==> src/rtl/uart_receiver_if.sv <==
// Serial line, control and received-byte signals of the UART receiver.
interface uart_receiver_if;
  logic       RxD;
  logic [2:0] baud_select;
  logic       Rx_EN;
  logic [7:0] Rx_DATA;
  logic       Rx_VALID;
  logic       Rx_PERROR;
  logic       Rx_FERROR;

  modport master (
    output RxD, baud_select, Rx_EN,
    input  Rx_DATA, Rx_VALID, Rx_PERROR, Rx_FERROR
  );

  modport slave (
    input  RxD, baud_select, Rx_EN,
    output Rx_DATA, Rx_VALID, Rx_PERROR, Rx_FERROR
  );
endinterface

==> src/rtl/uart_receiver.sv <==
// UART receiver: start, 8 data bits LSB first, even parity, 1 stop; 16x oversampled.
// Define UART_RX_MAJORITY_VOTE_EN for a 2-of-3 vote over samples 7/8/9 of each bit.
module uart_receiver #(
  parameter int unsigned CLK_HZ = 50000000
) (
  input logic            clk,
  input logic            reset,
  uart_receiver_if.slave rx
);

  function automatic int unsigned div_of(input int unsigned baud);
    int unsigned d;
    d = (CLK_HZ + 8 * baud) / (16 * baud);
    return (d == 0) ? 1 : d;
  endfunction

  localparam int unsigned DIV_TAB [8] = '{
    div_of(300),   div_of(1200),  div_of(4800),  div_of(9600),
    div_of(19200), div_of(38400), div_of(57600), div_of(115200)
  };
  localparam int unsigned DW = $clog2(DIV_TAB[0] + 1);

  typedef enum logic [2:0] {
    OFF, IDLE, START, DATA, PARITY, STOP, WAIT_HIGH
  } state_t;

  state_t        state_q, state_d;
  logic [1:0]    sync_q;
  logic [2:0]    baud_q, baud_d;
  logic [DW-1:0] div_q, div_d, div_m1;
  logic [3:0]    tick_q, tick_d;
  logic [2:0]    bit_q, bit_d;
  logic [7:0]    shift_q, shift_d;
  logic [7:0]    data_q, data_d;
  logic          par_err_q, par_err_d;
  logic          valid_q, valid_d;
  logic          perr_q, perr_d;
  logic          ferr_q, ferr_d;
  logic          rxd_s, tick, decide, bit_val;

  assign rxd_s  = sync_q[1];
  assign div_m1 = DW'(DIV_TAB[baud_q] - 1);
  assign tick   = (div_q == div_m1);

`ifdef UART_RX_MAJORITY_VOTE_EN
  logic [1:0] vote_q, vote_d;
  // vote_q holds samples 7 and 8; the live line is sample 9
  assign decide  = tick && (tick_q == 4'd8);
  assign bit_val = (vote_q[0] & vote_q[1]) | (vote_q[0] & rxd_s) | (vote_q[1] & rxd_s);
`else
  assign decide  = tick && (tick_q == 4'd7);
  assign bit_val = rxd_s;
`endif

  always_comb begin
    state_d   = state_q;
    baud_d    = baud_q;
    div_d     = div_q;
    tick_d    = tick_q;
    bit_d     = bit_q;
    shift_d   = shift_q;
    par_err_d = par_err_q;
    data_d    = data_q;
    valid_d   = 1'b0;
    perr_d    = perr_q;
    ferr_d    = ferr_q;
`ifdef UART_RX_MAJORITY_VOTE_EN
    vote_d    = vote_q;
    if (tick && (tick_q == 4'd6)) vote_d[0] = rxd_s;
    if (tick && (tick_q == 4'd7)) vote_d[1] = rxd_s;
`endif

    if (state_q inside {START, DATA, PARITY, STOP}) begin
      if (tick) begin
        div_d  = '0;
        tick_d = tick_q + 4'd1;
      end else begin
        div_d  = div_q + DW'(1);
      end
    end

    case (state_q)
      OFF: begin
        if (rx.Rx_EN) state_d = IDLE;
      end
      IDLE: begin
        if (!rxd_s) begin
          state_d = START;
          baud_d  = rx.baud_select;
          div_d   = '0;
          tick_d  = '0;
          bit_d   = '0;
        end
      end
      START: begin
        if (decide) state_d = bit_val ? IDLE : DATA;
      end
      DATA: begin
        if (decide) begin
          shift_d = {bit_val, shift_q[7:1]};
          bit_d   = bit_q + 3'd1;
          if (bit_q == 3'd7) state_d = PARITY;
        end
      end
      PARITY: begin
        if (decide) begin
          par_err_d = bit_val ^ (^shift_q);
          state_d   = STOP;
        end
      end
      STOP: begin
        if (decide) begin
          data_d  = shift_q;
          perr_d  = par_err_q;
          ferr_d  = ~bit_val;
          valid_d = 1'b1;
          state_d = bit_val ? IDLE : WAIT_HIGH;
        end
      end
      WAIT_HIGH: begin
        if (rxd_s) state_d = IDLE;
      end
      default: state_d = OFF;
    endcase

    // Disable wins over a frame completing in the same cycle: nothing is published.
    if (!rx.Rx_EN) begin
      state_d = OFF;
      valid_d = 1'b0;
      data_d  = data_q;
      perr_d  = perr_q;
      ferr_d  = ferr_q;
    end
  end

  always_ff @(posedge clk or posedge reset) begin
    if (reset) begin
      state_q   <= OFF;
      sync_q    <= '1;
      baud_q    <= '0;
      div_q     <= '0;
      tick_q    <= '0;
      bit_q     <= '0;
      shift_q   <= '0;
      par_err_q <= 1'b0;
      data_q    <= '0;
      valid_q   <= 1'b0;
      perr_q    <= 1'b0;
      ferr_q    <= 1'b0;
`ifdef UART_RX_MAJORITY_VOTE_EN
      vote_q    <= '1;
`endif
    end else begin
      state_q   <= state_d;
      sync_q    <= {sync_q[0], rx.RxD};
      baud_q    <= baud_d;
      div_q     <= div_d;
      tick_q    <= tick_d;
      bit_q     <= bit_d;
      shift_q   <= shift_d;
      par_err_q <= par_err_d;
      data_q    <= data_d;
      valid_q   <= valid_d;
      perr_q    <= perr_d;
      ferr_q    <= ferr_d;
`ifdef UART_RX_MAJORITY_VOTE_EN
      vote_q    <= vote_d;
`endif
    end
  end

  assign rx.Rx_DATA   = data_q;
  assign rx.Rx_VALID  = valid_q;
  assign rx.Rx_PERROR = perr_q;
  assign rx.Rx_FERROR = ferr_q;

endmodule

==> src/flat_wrapper.sv <==
// flat-port wrapper written by rule: the top's interface ports become plain ports
module uart_receiver_flat 
#(
  parameter int unsigned CLK_HZ = 50000000
)
  (clk, reset, rx_RxD, rx_baud_select, rx_Rx_EN, rx_Rx_DATA, rx_Rx_VALID, rx_Rx_PERROR, rx_Rx_FERROR);
  uart_receiver_if rx_i ();
  input logic clk;
  input logic reset;
  input wire logic [$bits(rx_i.RxD)-1:0] rx_RxD;
  input wire logic [$bits(rx_i.baud_select)-1:0] rx_baud_select;
  input wire logic [$bits(rx_i.Rx_EN)-1:0] rx_Rx_EN;
  output wire logic [$bits(rx_i.Rx_DATA)-1:0] rx_Rx_DATA;
  output wire logic [$bits(rx_i.Rx_VALID)-1:0] rx_Rx_VALID;
  output wire logic [$bits(rx_i.Rx_PERROR)-1:0] rx_Rx_PERROR;
  output wire logic [$bits(rx_i.Rx_FERROR)-1:0] rx_Rx_FERROR;
  assign rx_i.RxD = rx_RxD;
  assign rx_i.baud_select = rx_baud_select;
  assign rx_i.Rx_EN = rx_Rx_EN;
  assign rx_Rx_DATA = rx_i.Rx_DATA;
  assign rx_Rx_VALID = rx_i.Rx_VALID;
  assign rx_Rx_PERROR = rx_i.Rx_PERROR;
  assign rx_Rx_FERROR = rx_i.Rx_FERROR;
  uart_receiver #(.CLK_HZ(CLK_HZ)) u_core (.clk(clk), .reset(reset), .rx(rx_i));
endmodule
==> config.mk <==
export PLATFORM = sky130hd
export DESIGN_NAME = uart_receiver_flat
export DESIGN_NICKNAME = d
export VERILOG_FILES = /design/src/rtl/uart_receiver_if.sv /design/src/rtl/uart_receiver.sv /design/src/flat_wrapper.sv
export SDC_FILE = /design/constraint.sdc
export NUM_CORES = 1
export LEC_CHECK = 0
export BUFFER_PORTS_ARGS = -buffer_cell sky130_fd_sc_hd__buf_4
export CORE_UTILIZATION = 30
export DETAILED_ROUTE_END_ITERATION = 10
export SLEW_MARGIN = 30
export SYNTH_ARGS = -nofsm -noshare
export SYNTH_HDL_FRONTEND = slang
export SYNTH_SLANG_ARGS = --single-unit
==> constraint.sdc <==
create_clock -name clk -period 3.1 [get_ports clk]
set_input_delay 0.155 -clock clk [delete_from_list [all_inputs] [get_ports clk]]
set_output_delay 0.155 -clock clk [all_outputs]
set_load 0.02 [all_outputs]
==> impl.org, run 1 <==
** Status
- The run finished, with violations left.
- Violations in the final reports :: negative setup slack

** Setup path
- Number of cells on the worst reg-to-reg path :: 13
- By startpoint and endpoint, the worst setup path is classified as flip-flop to flip-flop.
- Endpoint kind of the worst setup timing path :: flip-flop
- The worst register-to-register path ends at u_core.shift_q[5].
- Type of element launching the critical path :: flip-flop
- Data arrival at the endpoint of the critical path :: 3.35 ns
- Required time of the critical path :: 3.29 ns
- Setup slack of the worst register-to-register path :: -0.05 ns
- Crit-path max FO :: 13
- In this run the critical register-to-register path is launched from u_core.baud_q[1].

** Clock network
- Clock-pin slew of the registers on the worst-case setup and hold paths :: 0.10 ns
- H-tree levels :: 2
- No sink is reached through more buffers than the 2 on the longest clock path.
- At the later pin of the worst-skew pair, clock insertion delay measures 0.30 ns.
- Cts bufs inserted :: 5
- Clock tree from TritonCTS :: yes
- Total number of clock tree sinks :: 49
- Cell at the root of the clock tree :: sky130_fd_sc_hd__clkbuf_8

** STA
- Number of endpoints failing setup at the final stage :: 9
- Worst slew slack as a fraction of its limit :: 59.90%
- Period minus WS final :: 3.153 ns
- For the pin with the worst max-slew slack, the measured transition is 0.6015 ns.
- Period utilisation layout :: 101.7%
- Unrepaired setup endpoints after global routing :: yes
- Slew Viols, Final :: 0
- After layout, the worst setup slack is -0.05331 ns.
- Summed over all failing endpoints, the final setup total negative slack is -0.3490 ns.
- Post-Route Skew :: 0.009145 ns
- The total count of hold-check failures in the final report is 0.
- F_max :: 0.3171 GHz

** Route
- Dividing the detail-routed wire length by the instance count gives 13.71 microns.
- The routed design has 6457 microns of wire.
- Across all layers, the routed design uses 2282 vias.
- DRC marker count from the first detailed-route iteration :: 93
- Number of iterations in the first detailed-routing pass :: 4
- In the routed layout, each cell is associated on average with a via count of 4.845.
- After detailed routing, the number of remaining DRC violations is 0.
- The count of nets left with antenna violations once routing finished came out at 0.

** Layout
- Sequential cell area :: 1231 sq um
- In the final layout, the share of cells above drive strength 1 is 34.21%.
- Total inserted antenna cells :: 0
- Leaving out fill and tap cells, the most frequent cells in the layout are sky130_fd_sc_hd__buf_4, sky130_fd_sc_hd__dfrtp_1, sky130_fd_sc_hd__nand2_1.
- Relative to the synthesized area, the layout overhead comes to 28.89%.
- Fill cells in the final layout number 953.
- Number of nets in the final layout :: 360
- Multi-input gate area in the final layout :: 1804 sq um
- Leaving out fill and tap cells, the most frequent cell in the layout is sky130_fd_sc_hd__buf_4.
- Finished Layout Cells :: 471

** Synthesis
- Number of distinct library cells after synthesis :: 50
- The biggest area contributor in the post-synthesis netlist is sky130_fd_sc_hd__dfrtp_1.
- Number of enable-type register cells in the synthesized netlist :: 0
- Syn nets :: 309
- Mapped cell area :: 2949 sq um
- Flip-flop cell with the highest count after synthesis :: sky130_fd_sc_hd__dfrtp_1
- Synthesized netlist cell count :: 290
- Sequential-to-total area share from yosys stat :: 41.66%
- In this run, synthesis produced a sequential element count of 49.
- Proportion of netlist area held by the largest area contributor :: 39.88%
- Async set-or-reset flop fraction in the synthesized netlist :: 100.0%
- Yosys warning count :: 0
- Biggest area contributors in the synthesized netlist :: sky130_fd_sc_hd__dfrtp_1, sky130_fd_sc_hd__mux2_2, sky130_fd_sc_hd__xnor2_1
- Each instance of the synthesized netlist takes up on average 10.17 sq um.

** Global route
- The via count of the first global-routing pass is 2325.
- Summed over all layers, the global routing overflow is 0.
- Global routing used 13.50% of the available tracks across all layers.
- Entering global routing, the biggest net connects 50 pins.
- The first global-routing pass estimated 10980 microns of wire.
- The initial antenna violation count was 0.

** Power
- Share of power burned in combinational logic :: 42.4%
- Proportion of power drawn by flip-flops and latches :: 35.0%
- Power spread over the standard cell area amounts to 562.9 nW/um^2.
- Net switching component of the power :: 769.0 uW
- In this run the static leakage power is 0.001724 uW.
- Portion of total power attributed to the clock network :: 22.6%
- IR drop worst, VDD :: 0.2381 mV
- In this run switching power makes up 35.94% of total power.
- Cell-internal power :: 1370 uW
- Total power for the finished layout comes to 2140 uW.

** Floorplan
- Measured along the x axis, the die boundary spans 101.1 microns.
- Die Outline Area :: 10230 sq um
- During I/O placement, the number of pins put on the boundary was 18.
- Std cell rows :: 35
- The die is 101.1 microns tall.
- Core Region :: 9371 sq um
- Starting density of the core :: 31.47%

** Min path
- Worst hold-check path type :: input port to flip-flop
- Destination of the worst hold path :: u_core.baud_q[1]
- Count of cells along the worst hold path :: 3
- Hold path start :: rx_baud_select[1]

** Placement
- Input and output buffers added on the ports amount to 17.
- Routability Congestion :: 0.8565
- Placed cell count :: 452
- OpenSTA, run right after detailed placement, puts the worst setup slack at -0.1017 ns.
- Detailed placement ended at an HPWL of 4506 microns.

** Flow run
- Max-cap violations in this run came to 0.
[cell type report]
type	count	area share, %
Clock buffer	5	1.810
Clock inverter	3	1.317
Inverter	6	0.7900
Multi-Input combinational cell	224	47.47
Sequential cell	49	32.39
Tap cell	129	4.246
Timing Repair Buffer	55	11.98
[synth_stat cells, types with 2 or more instances]
master                     number
sky130_fd_sc_hd__nand2_1       24
sky130_fd_sc_hd__and2_1         4
sky130_fd_sc_hd__xor2_1        14
sky130_fd_sc_hd__a21oi_1        9
sky130_fd_sc_hd__nand3_1       10
sky130_fd_sc_hd__o21a_1         3
sky130_fd_sc_hd__and3_1         8
sky130_fd_sc_hd__nand2b_1       9
sky130_fd_sc_hd__a31oi_1        2
sky130_fd_sc_hd__a211oi_1       2
sky130_fd_sc_hd__inv_1          6
sky130_fd_sc_hd__nor3b_1        5
sky130_fd_sc_hd__nand3b_1       2
sky130_fd_sc_hd__dfstp_2        2
sky130_fd_sc_hd__nor2b_1        2
sky130_fd_sc_hd__dfrtp_1       47
sky130_fd_sc_hd__or4_1          2
sky130_fd_sc_hd__o41a_1         2
sky130_fd_sc_hd__nor3_1         9
sky130_fd_sc_hd__ha_1          12
sky130_fd_sc_hd__nand4_1        6
sky130_fd_sc_hd__xnor2_1       19
sky130_fd_sc_hd__o211ai_1       2
sky130_fd_sc_hd__nor2_1        23
sky130_fd_sc_hd__clkbuf_1       7
sky130_fd_sc_hd__mux2i_1        5
sky130_fd_sc_hd__buf_2          2
sky130_fd_sc_hd__o31ai_1        3
sky130_fd_sc_hd__mux2_2        22
sky130_fd_sc_hd__o21ai_0        7
[routing by layer]
metal	part of all wire, %	vias up	global-route usage [%]
met4	1.1	0	3.790
met2	50	32	23.29
li1	-	1131	-
met5	0	-	0
met3	2.3	8	2.484
met1	47	1111	17.32
[power by group through the flow]
stage                     combinational (uW)  clock [uW]  sequential [uW]
final                                    907         483              749
after global routing                     998         525              758
after CTS                                883         506              750
after detailed placement                 791           0              756
after global placement                   784           0              753
after floorplan                          558           0              735
[logic make-up (layout without fill, tap and decap cells)]
kind of cell	after synthesis	after routing	synth area share (%)
xor gates and xnor gates	33	33	9.801
muxes	27	27	10.10
adders and majority gates	12	12	5.091
and+or+nand+nor	114	114	21.85
DFF	49	49	41.66
AOI/OAI and AO/OA	38	38	8.994
buffers and inverters	17	69	2.503
[worst max-delay path by stage]
stage | endpoint | from | slack [ns]
2_1_floorplan | u_core.rx.Rx_DATA[0] | u_core.baud_q[2] | -0.08
3_3_place_gp | u_core.rx.Rx_VALID | u_core.baud_q[1] | -0.06
3_5_place_dp | u_core.state_q[1] | u_core.baud_q[1] | -0.10
4_1_cts | u_core.rx.Rx_VALID | u_core.baud_q[1] | -0.04
5_1_grt | u_core.shift_q[5] | u_core.baud_q[1] | -0.20
6_report | u_core.shift_q[5] | u_core.baud_q[1] | -0.05
[per-stage QoR]
| step | util (%) | hold slack [ns] | cell area [sq um] |
|---|---|---|---|
| global route | 40.56 | 0.06691 | 3801 |
| floorplan | - | 0.1595 | 2980 |
| CTS | 39.73 | 0.04915 | 3724 |
| global placement | 36.90 | 0.2637 | 3458 |
| detailed placement | 36.93 | 0.2645 | 3461 |
| finish | 40.56 | 0.05481 | 3801 |
[flip-flops by register name (all words and copies together), names as in the netlist, 2 cells and up]
signal,count
u_core.baud_q,3
u_core.bit_q,3
u_core.div_q,14
u_core.rx.Rx_DATA,8
u_core.shift_q,8
u_core.state_q,3
u_core.sync_q,2
u_core.tick_q,4
[repair_timing]
item                                    4_1_cts  5_1_grt
setup buffers                                 6        3
hold buffers                                  2        0
resized for setup                            17       16
endpoints found under the setup margin       22       25
pin swaps                                    11        5
hold endpoints to repair                     48        0
[critical path, stage by stage (launching register included)]
cell                        delay (ns)
sky130_fd_sc_hd__dfrtp_2          0.44
sky130_fd_sc_hd__inv_4            0.07
sky130_fd_sc_hd__ha_4             0.15
sky130_fd_sc_hd__mux2_4           0.29
sky130_fd_sc_hd__ha_4             0.18
sky130_fd_sc_hd__xor2_1           0.15
sky130_fd_sc_hd__and3_1           0.17
sky130_fd_sc_hd__nor3_2           0.17
sky130_fd_sc_hd__o2111ai_2        0.17
sky130_fd_sc_hd__nor4_2           0.33
sky130_fd_sc_hd__buf_4            0.17
sky130_fd_sc_hd__nor4b_4          0.23
sky130_fd_sc_hd__buf_12           0.18
sky130_fd_sc_hd__mux2_2           0.33
No activity file was read; power rests on OpenSTA's default activity.
==> run 2: changes to the inputs <==
BUFFER_PORTS_ARGS = -buffer_cell sky130_fd_sc_hd__clkbuf_2   (was -buffer_cell sky130_fd_sc_hd__buf_4)
CORE_ASPECT_RATIO = 0.5   (was not set)
==> run 2 against run 1 <==
  * The flow still finishes with violations (negative setup slack)
  * Maximum frequency shrank 0.35%
  * Sequential share of layout area shrank 2.1 points
  * Critical path depth grew 1
  * Clock power grew 35%
  * Non-clock buffer count grew 9
  * Setup slack lost 0.011 ns
  * Sequential power is essentially flat
  * Power grew 16%
  * First-iteration DRC count shrank 6.5%
  * Combinational power grew 19%
  * Clock skew grew 0.0021 ns
  * Die area grew 0.24%
  * Critical endpoint is now u_core.shift_q[4]
  * Largest power group unchanged
==> impl.org, run 2 (synthesis gave the netlist of run 1 again) <==
** Status
- Run status :: finished with violations
- Violations in the final reports :: negative setup slack

** Layout
- The register with the most flip-flops in the layout has 14 of them.
- Finished Layout Cells :: 486
- Leading cell types in the layout, fill and taps excluded :: sky130_fd_sc_hd__dfrtp_1, sky130_fd_sc_hd__buf_4, sky130_fd_sc_hd__nand2_1, sky130_fd_sc_hd__nor2_1
- The register with the most flip-flops in the final layout is u_core.div_q.
- Area added between synthesis and finish :: 37.76%
- Cells with a size suffix above 1 make up 39.03% of the layout.
- Number of nets in the final layout :: 369
- Total inserted antenna cells :: 0
- Leaving out fill and tap cells, the most frequent cell in the layout is sky130_fd_sc_hd__dfrtp_1.

** Floorplan
- Die Outline Area :: 10260 sq um
- Starting density of the core :: 31.12%
- Std cell rows :: 25
- In this run the count of I/O pins placed on the die edge is 18.
- Die Wd :: 142.2 microns
- Chip Height :: 72.11 microns
- Core Region :: 9478 sq um

** STA
- Once routing completed, OpenROAD measured the worst setup slack at -0.06444 ns.
- Period utilisation layout :: 102.1%
- Actual transition at the worst max-transition pin :: 0.6325 ns
- The number of max-slew violations in the final report was 0.
- Timing would allow up to 0.3160 GHz.
- The total count of hold-check failures in the final report is 0.
- Number of endpoints failing setup at the final stage :: 19
- Post-Route Skew :: 0.01122 ns
- Headroom to the max-slew limit came out at 57.84%.
- Setup repair after global routing could not meet its margin everywhere.
- The worst path in the final design needs a cycle of 3.164 ns, including I/O delays and setup.

** Setup path
- Type of element launching the critical path :: flip-flop
- Slowest CP cell :: sky130_fd_sc_hd__dfrtp_2
- STA classifies the critical path endpoint as a flip-flop.
- The critical path is of the flip-flop to flip-flop type.
- In this run the worst path has a maximum fanout of 6.
- At the worst endpoint, the required time is 3.29 ns.
- Data arrival at the endpoint of the critical path :: 3.35 ns
- Sequence of cells on the critical path :: inv_4, ha_4, mux2_4, ha_4, xor2_2, and3_4, nor3_4, o2111ai_2, nor4_4, buf_4, nor4b_4, buf_4, buf_12, mux2_4
- Counting both buffers and inverters, the worst setup path holds a total of 4.
- Maximum cell stage delay along the critical path :: 0.41 ns
- Dominant delay contributor by cell family on the critical path :: simple AND/OR/NAND/NOR gates

** Power
- Share of power burned in combinational logic :: 43.5%
- VDD sags by at most 0.2675 mV.
- Net switching component of the power :: 888.2 uW
- Per report_power, the clock group accounts for 26.3% of the total.
- For this design the ratio of total power to cell area is 612.5 nW/um^2.
- Cell-internal power :: 1600 uW
- Proportion of power drawn by flip-flops and latches :: 30.2%
- Reported leakage power :: 0.001843 uW
- Of the total power, the share spent switching nets is 35.69%.

** Global route
- The first global-routing pass estimated 10860 microns of wire.
- Pin count of the biggest net entering global routing :: 50
- Antenna violations before repair :: 0
- For this run the aggregate overflow at the end of global routing stands at 0.
- Global routing consumed, over all layers together, 13.73% of the routing resources.
- Number of global-route vias before repair :: 2196

** Clock network
- Total number of clock tree sinks :: 49
- The tree is rooted in a sky130_fd_sc_hd__clkbuf_16.
- H-tree levels :: 2
- Counting along the longest clock path gives a buffer depth of 2.
- After clock tree synthesis, the clock-pin slew on the worst setup and hold paths is 0.07 ns.
- Clock tree from TritonCTS :: yes
- Clock insertion delay at the later pin of the skew report :: 0.30 ns
- Cts bufs inserted :: 5

** Placement
- The congestion estimate from routability-driven global placement came to 0.8195.
- Worst slack at placement :: -0.1168 ns
- Number of buffers inserted by port buffering :: 17
- Placed cell count :: 466
- Placed wire-length estimate after detailed placement :: 4492 microns

** Flow run
- Total of max-cap violations :: 0

** Route
- The routed design has 6847 microns of wire.
- In the routed design, unresolved DRC markers number 0.
- Total number of vias :: 2305
- Via-per-instance ratio :: 4.743
- Post-detailed-route wirelength per cell :: 14.09 microns
- Number of iterations in the first detailed-routing pass :: 7
- The count of nets left with antenna violations once routing finished came out at 0.
- The first routing iteration left 87 violations.

** Min path
- In this run the worst hold path is classified as input port to flip-flop.
run 2: cell type report:
cell class,count,area (sq um)
clock buffers,5,125.1
repair buffers,64,498.0
well taps,135,168.9
fillers,874,5415
inverters,6,30.03
clock inverters,3,50.05
flip-flops and latches,49,1231
multi-input cells,224,1959
run 2: worst register-to-register path: cells and delay by family, from the launching register on:
| family | cells | cell delay, ns |
|---|---|---|
| AOI/OAI and AO/OA | 1 | 0.19 |
| muxes | 2 | 0.59 |
| and+or+nand+nor | 4 | 0.84 |
| xor gates and xnor gates | 1 | 0.14 |
| buffers and inverters | 4 | 0.55 |
| adders and majority gates | 2 | 0.35 |
| DFF | 1 | 0.41 |
run 2: through the flow:
stage / hold WS [ns] / TNS, ns / cell area [sq um] / utilization (%) / total power [uW]
floorplan: 0.1595 / -0.7032 / 2980 / - / 1294
global placement: 0.2453 / -0.09146 / 3483 / 36.75 / 1599
detailed placement: 0.2459 / -0.4228 / 3486 / 36.78 / 1598
CTS: 0.05013 / 0 / 3727 / 39.33 / 2287
global route: 0.08106 / -2.703 / 4063 / 42.86 / 2620
finish: 0.05156 / -0.5730 / 4063 / 42.86 / 2488
run 2: path summary, 6_finish.rpt:
| check | start | slack, ns | depth (start not counted) | endpoint |
|---|---|---|---|---|
| max | u_core.baud_q[1] | -0.06 | 14 | u_core.shift_q[4] |
| min | rx_baud_select[1] | 0.05 | 3 | u_core.baud_q[1] |
| max reg2reg | u_core.baud_q[1] | -0.06 | 14 | u_core.shift_q[4] |
| min reg2reg | u_core.sync_q[0] | 0.36 | 0 | u_core.sync_q[1] |
| max in group asynchronous | reset | 2.15 | 3 | u_core.baud_q[1] |
| min in group asynchronous | reset | 0.48 | 3 | u_core.rx.Rx_VALID |
run 2: power groups by stage:
stage	sequential [uW]	combinational, uW	clock [uW]
floorplan	735	558	0
global placement	753	847	0
detailed placement	754	845	0
CTS	744	873	670
global route	759	1170	695
finish	751	1080	654
run 2: per-layer routing:
metal	share of wire, %	global-route usage [%]	wire (microns)	up-vias
li1	-	-	-	1154
met1	49	18.50	3335	1121
met2	47	20.92	3228	23
met3	3.0	3.630	206	7
met4	1.1	5.974	76	0
met5	0	0	0	-
run 2: timing repair:
item,in CTS,in global routing
hold buffers,2,0
gates cloned,0,1
endpoints found under the hold margin,48,0
pin swaps,2,17
endpoints found under the setup margin,21,27
resized for setup,9,52
buffers inserted,1,8
==> run 3: changes to the inputs <==
CORE_ASPECT_RATIO = 1.5   (was 0.5)
GPL_TIMING_DRIVEN = 0   (was not set)
RECOVER_POWER = 100   (was not set)
==> run 3 against run 2 <==
  * The run ends with max-capacitance violations, max-slew violations, negative setup slack left
  * Power fell by 4.4%
  * Critical endpoint is now u_core.state_q[1]
  * Setup slack got worse by 0.12 ns
  * Register-to-register slack worse by 0.12 ns
==> impl.org, run 3 (synthesis gave the netlist of run 1 again) <==
** Floorplan
- Core Region :: 9634 sq um
- 18 I/O pins were placed.
- The floorplan step defined a die boundary enclosing 10240 sq um.
- Once the floorplan was initialized, standard cells occupied 30.61% of the core.
- The floorplan step set the die height to 123.4 microns.
- After floorplanning, the core was divided into 44 placement rows.
- The die is 82.96 microns wide.

** Layout
- The register with the most flip-flops in the layout has 14 of them.
- Total inserted antenna cells :: 0
- Area added between synthesis and finish :: 34.20%
- Commonest non-fill, non-tap cell in the layout :: sky130_fd_sc_hd__dfrtp_1
- The register with the most flip-flops in the final layout is u_core.div_q.
- The library cells used most frequently in the layout, excluding fill and tap cells, are sky130_fd_sc_hd__dfrtp_1, sky130_fd_sc_hd__nor2_1, sky130_fd_sc_hd__buf_4.
- Cells with a size suffix above 1 make up 34.49% of the layout.
- For this run, the post-layout net count is 363.

** STA
- Actual transition at the worst max-transition pin :: 1.887 ns
- In the finished design, the share of the clock period the worst path needs comes to 105.8%.
- Number of endpoints failing setup at the final stage :: 33
- Post-Route Skew :: 0.006101 ns
- The worst pin sits at a relative slew slack of -25.93%.
- Slew Viols, Final :: 50
- PnR worst setup slack :: -0.1797 ns
- After layout, the minimum clock period comes to 3.280 ns.
- Static timing analysis puts the maximum clock frequency at 0.3049 GHz.
- For the final routed database, the setup TNS stands at -3.419 ns.
- Unrepaired setup endpoints after global routing :: yes
- The total count of hold-check failures in the final report came to 0.

** Route
- DRC marker count from the first detailed-route iteration :: 66
- Met1 Routed Length :: 2805 microns
- Total length of routed met3 wires :: 164 microns
- The pre-antenna-repair detailed-routing pass consisted of 4 iterations.
- Total number of vias :: 2375
- Routed wl met2 :: 3836 microns
- Via-per-instance ratio :: 5.163
- Remaining DRCs :: 0
- Post-detailed-route wirelength per cell :: 15.44 microns
- Antenna-violating nets left :: 0
- Total detailed-routing wirelength :: 7101 microns
- The detailed router used layers up to and including met4.

** Setup path
- Type of element launching the critical path :: flip-flop
- Maximum cell stage delay along the critical path :: 0.40 ns
- Data arrival at the endpoint of the critical path :: 3.45 ns
- Dominant delay contributor by cell family on the critical path :: simple AND/OR/NAND/NOR gates
- Endpoint kind of the worst setup timing path :: flip-flop
- Data on the critical path is required at its endpoint by 3.27 ns.
- Walking the worst path, the cells encountered are clkinvlp_4, ha_2, mux2_4, ha_4, xor2_2, and3_4, nor3_4, o2111ai_2, buf_4, nor3_1, and2_4, mux2_2, o41a_1.
- In this run the worst path has a maximum fanout of 5.
- The largest individual stage delay along the critical path comes from the cell sky130_fd_sc_hd__dfrtp_2.
- The critical path contains buffers and inverters numbering 2 combined.
- The worst setup path is of the flip-flop to flip-flop kind.

** Clock network
- The H-tree was split into 2 levels.
- Total number of clock tree sinks :: 49
- Deepest clock path buffer count :: 2
- TritonCTS built the clock tree.
- Cell at the root of the clock tree :: sky130_fd_sc_hd__clkbuf_16
- Cts bufs inserted :: 5
- Clock insertion delay at the later pin of the skew report :: 0.30 ns
- Clock-pin slew of the registers on the worst-case setup and hold paths :: 0.07 ns

** Placement
- Number of buffers inserted by port buffering :: 17
- Routability-driven placement finished with a final weighted congestion of 0.7906.
- Worst slack at placement :: -0.9021 ns
- The wire-length estimate of the detail-placed layout is 4665 microns.

** Status
- Violations in the final reports :: max-capacitance violations, max-slew violations, negative setup slack
- The flow ran to the end, but the final reports show violations.

** Power
- Reported leakage power :: 0.001755 uW
- Total power draw :: 2378 uW
- For this design the ratio of total power to cell area is 600.9 nW/um^2.
- Across the VDD grid, the largest voltage drop is 0.3307 mV.

** Global route
- Final global-route overflow total :: 0
- The first global-routing pass estimated 11210 microns of wire.
- Gr usage total :: 14.01%
- Antenna violations before repair :: 0
- Entering global routing, the biggest net connects 50 pins.
- Number of global-route vias before repair :: 2350

** Flow run
- Total of max-cap violations :: 1

** Min path
- Worst hold-check path type :: input port to flip-flop
==> run 3: changes by cell type in the layout (fill, tap and decap cells not counted), sizes merged <==
cell	before	now
buf	44	31
bufinv	1	0
clkbuf	23	30
clkinv	1	2
clkinvlp	0	1
inv	7	6
==> run 3: area by class of cell <==
type / count / area (sq um)
Clock inverter: 3 / 26.28
Fill cell: 911 / 5677
Tap cell: 115 / 143.9
Buffer: 11 / 71.32
Inverter: 6 / 36.28
Multi-Input combinational cell: 224 / 1973
Clock buffer: 5 / 125.1
Timing Repair Buffer: 47 / 350.3
Sequential cell: 49 / 1231
==> run 3: metrics by stage <==
stage / hold slack [ns] / std cells / util [%] / cell area, sq um
floorplan: 0.1595 / 290 / - / 2980
global placement: 0.2433 / 422 / 33.31 / 3209
detailed placement: 0.2447 / 422 / 33.34 / 3212
CTS: 0.06844 / 452 / 38.03 / 3664
global route: 0.09496 / 460 / 41.08 / 3958
finish: 0.06923 / 460 / 41.08 / 3958
==> run 3: metal layers <==
layer	global-route usage, %	vias up
met2	27.25	54
met1	13.88	1160
met5	0	-
met4	9.052	0
li1	-	1138
met3	1.869	23
==> run 3: final timing paths <==
kind,end,slack [ns],start,cells past startpoint
worst max-delay path,u_core.state_q[1],-0.18,u_core.baud_q[1],13
worst min-delay path,u_core.baud_q[1],0.07,rx_baud_select[1],3
worst max register to register,u_core.state_q[1],-0.18,u_core.baud_q[1],13
worst min register to register,u_core.sync_q[1],0.36,u_core.sync_q[0],0
max in group asynchronous,u_core.baud_q[1],0.88,reset,3
min in group asynchronous,u_core.div_q[1],1.00,reset,3
==> run 3: repair_timing <==
action                                  in CTS  in global routing
endpoints found under the setup margin      42                 38
endpoints found under the hold margin       48                  0
pin swaps                                    7                 15
gates resized for setup                     29                 59
hold buffers                                 2                  0
setup buffers                               20                  8
gates cloned                                 0                  0
==> run 3: worst register-to-register path, stage by stage (launching register included) <==
cell                         delay [ns]
sky130_fd_sc_hd__dfrtp_2           0.40
sky130_fd_sc_hd__clkinvlp_4        0.11
sky130_fd_sc_hd__ha_2              0.20
sky130_fd_sc_hd__mux2_4            0.28
sky130_fd_sc_hd__ha_4              0.17
sky130_fd_sc_hd__xor2_2            0.14
sky130_fd_sc_hd__and3_4            0.19
sky130_fd_sc_hd__nor3_4            0.14
sky130_fd_sc_hd__o2111ai_2         0.16
sky130_fd_sc_hd__buf_4             0.18
sky130_fd_sc_hd__nor3_1            0.30
sky130_fd_sc_hd__and2_4            0.26
sky130_fd_sc_hd__mux2_2            0.34
sky130_fd_sc_hd__o41a_1            0.30
==> run 3: report_power, final <==
group / switching (uW) / internal (uW) / total, uW
registers: 51.2 / 678 / 729
logic: 554 / 525 / 1080
clock network: 262 / 308 / 570
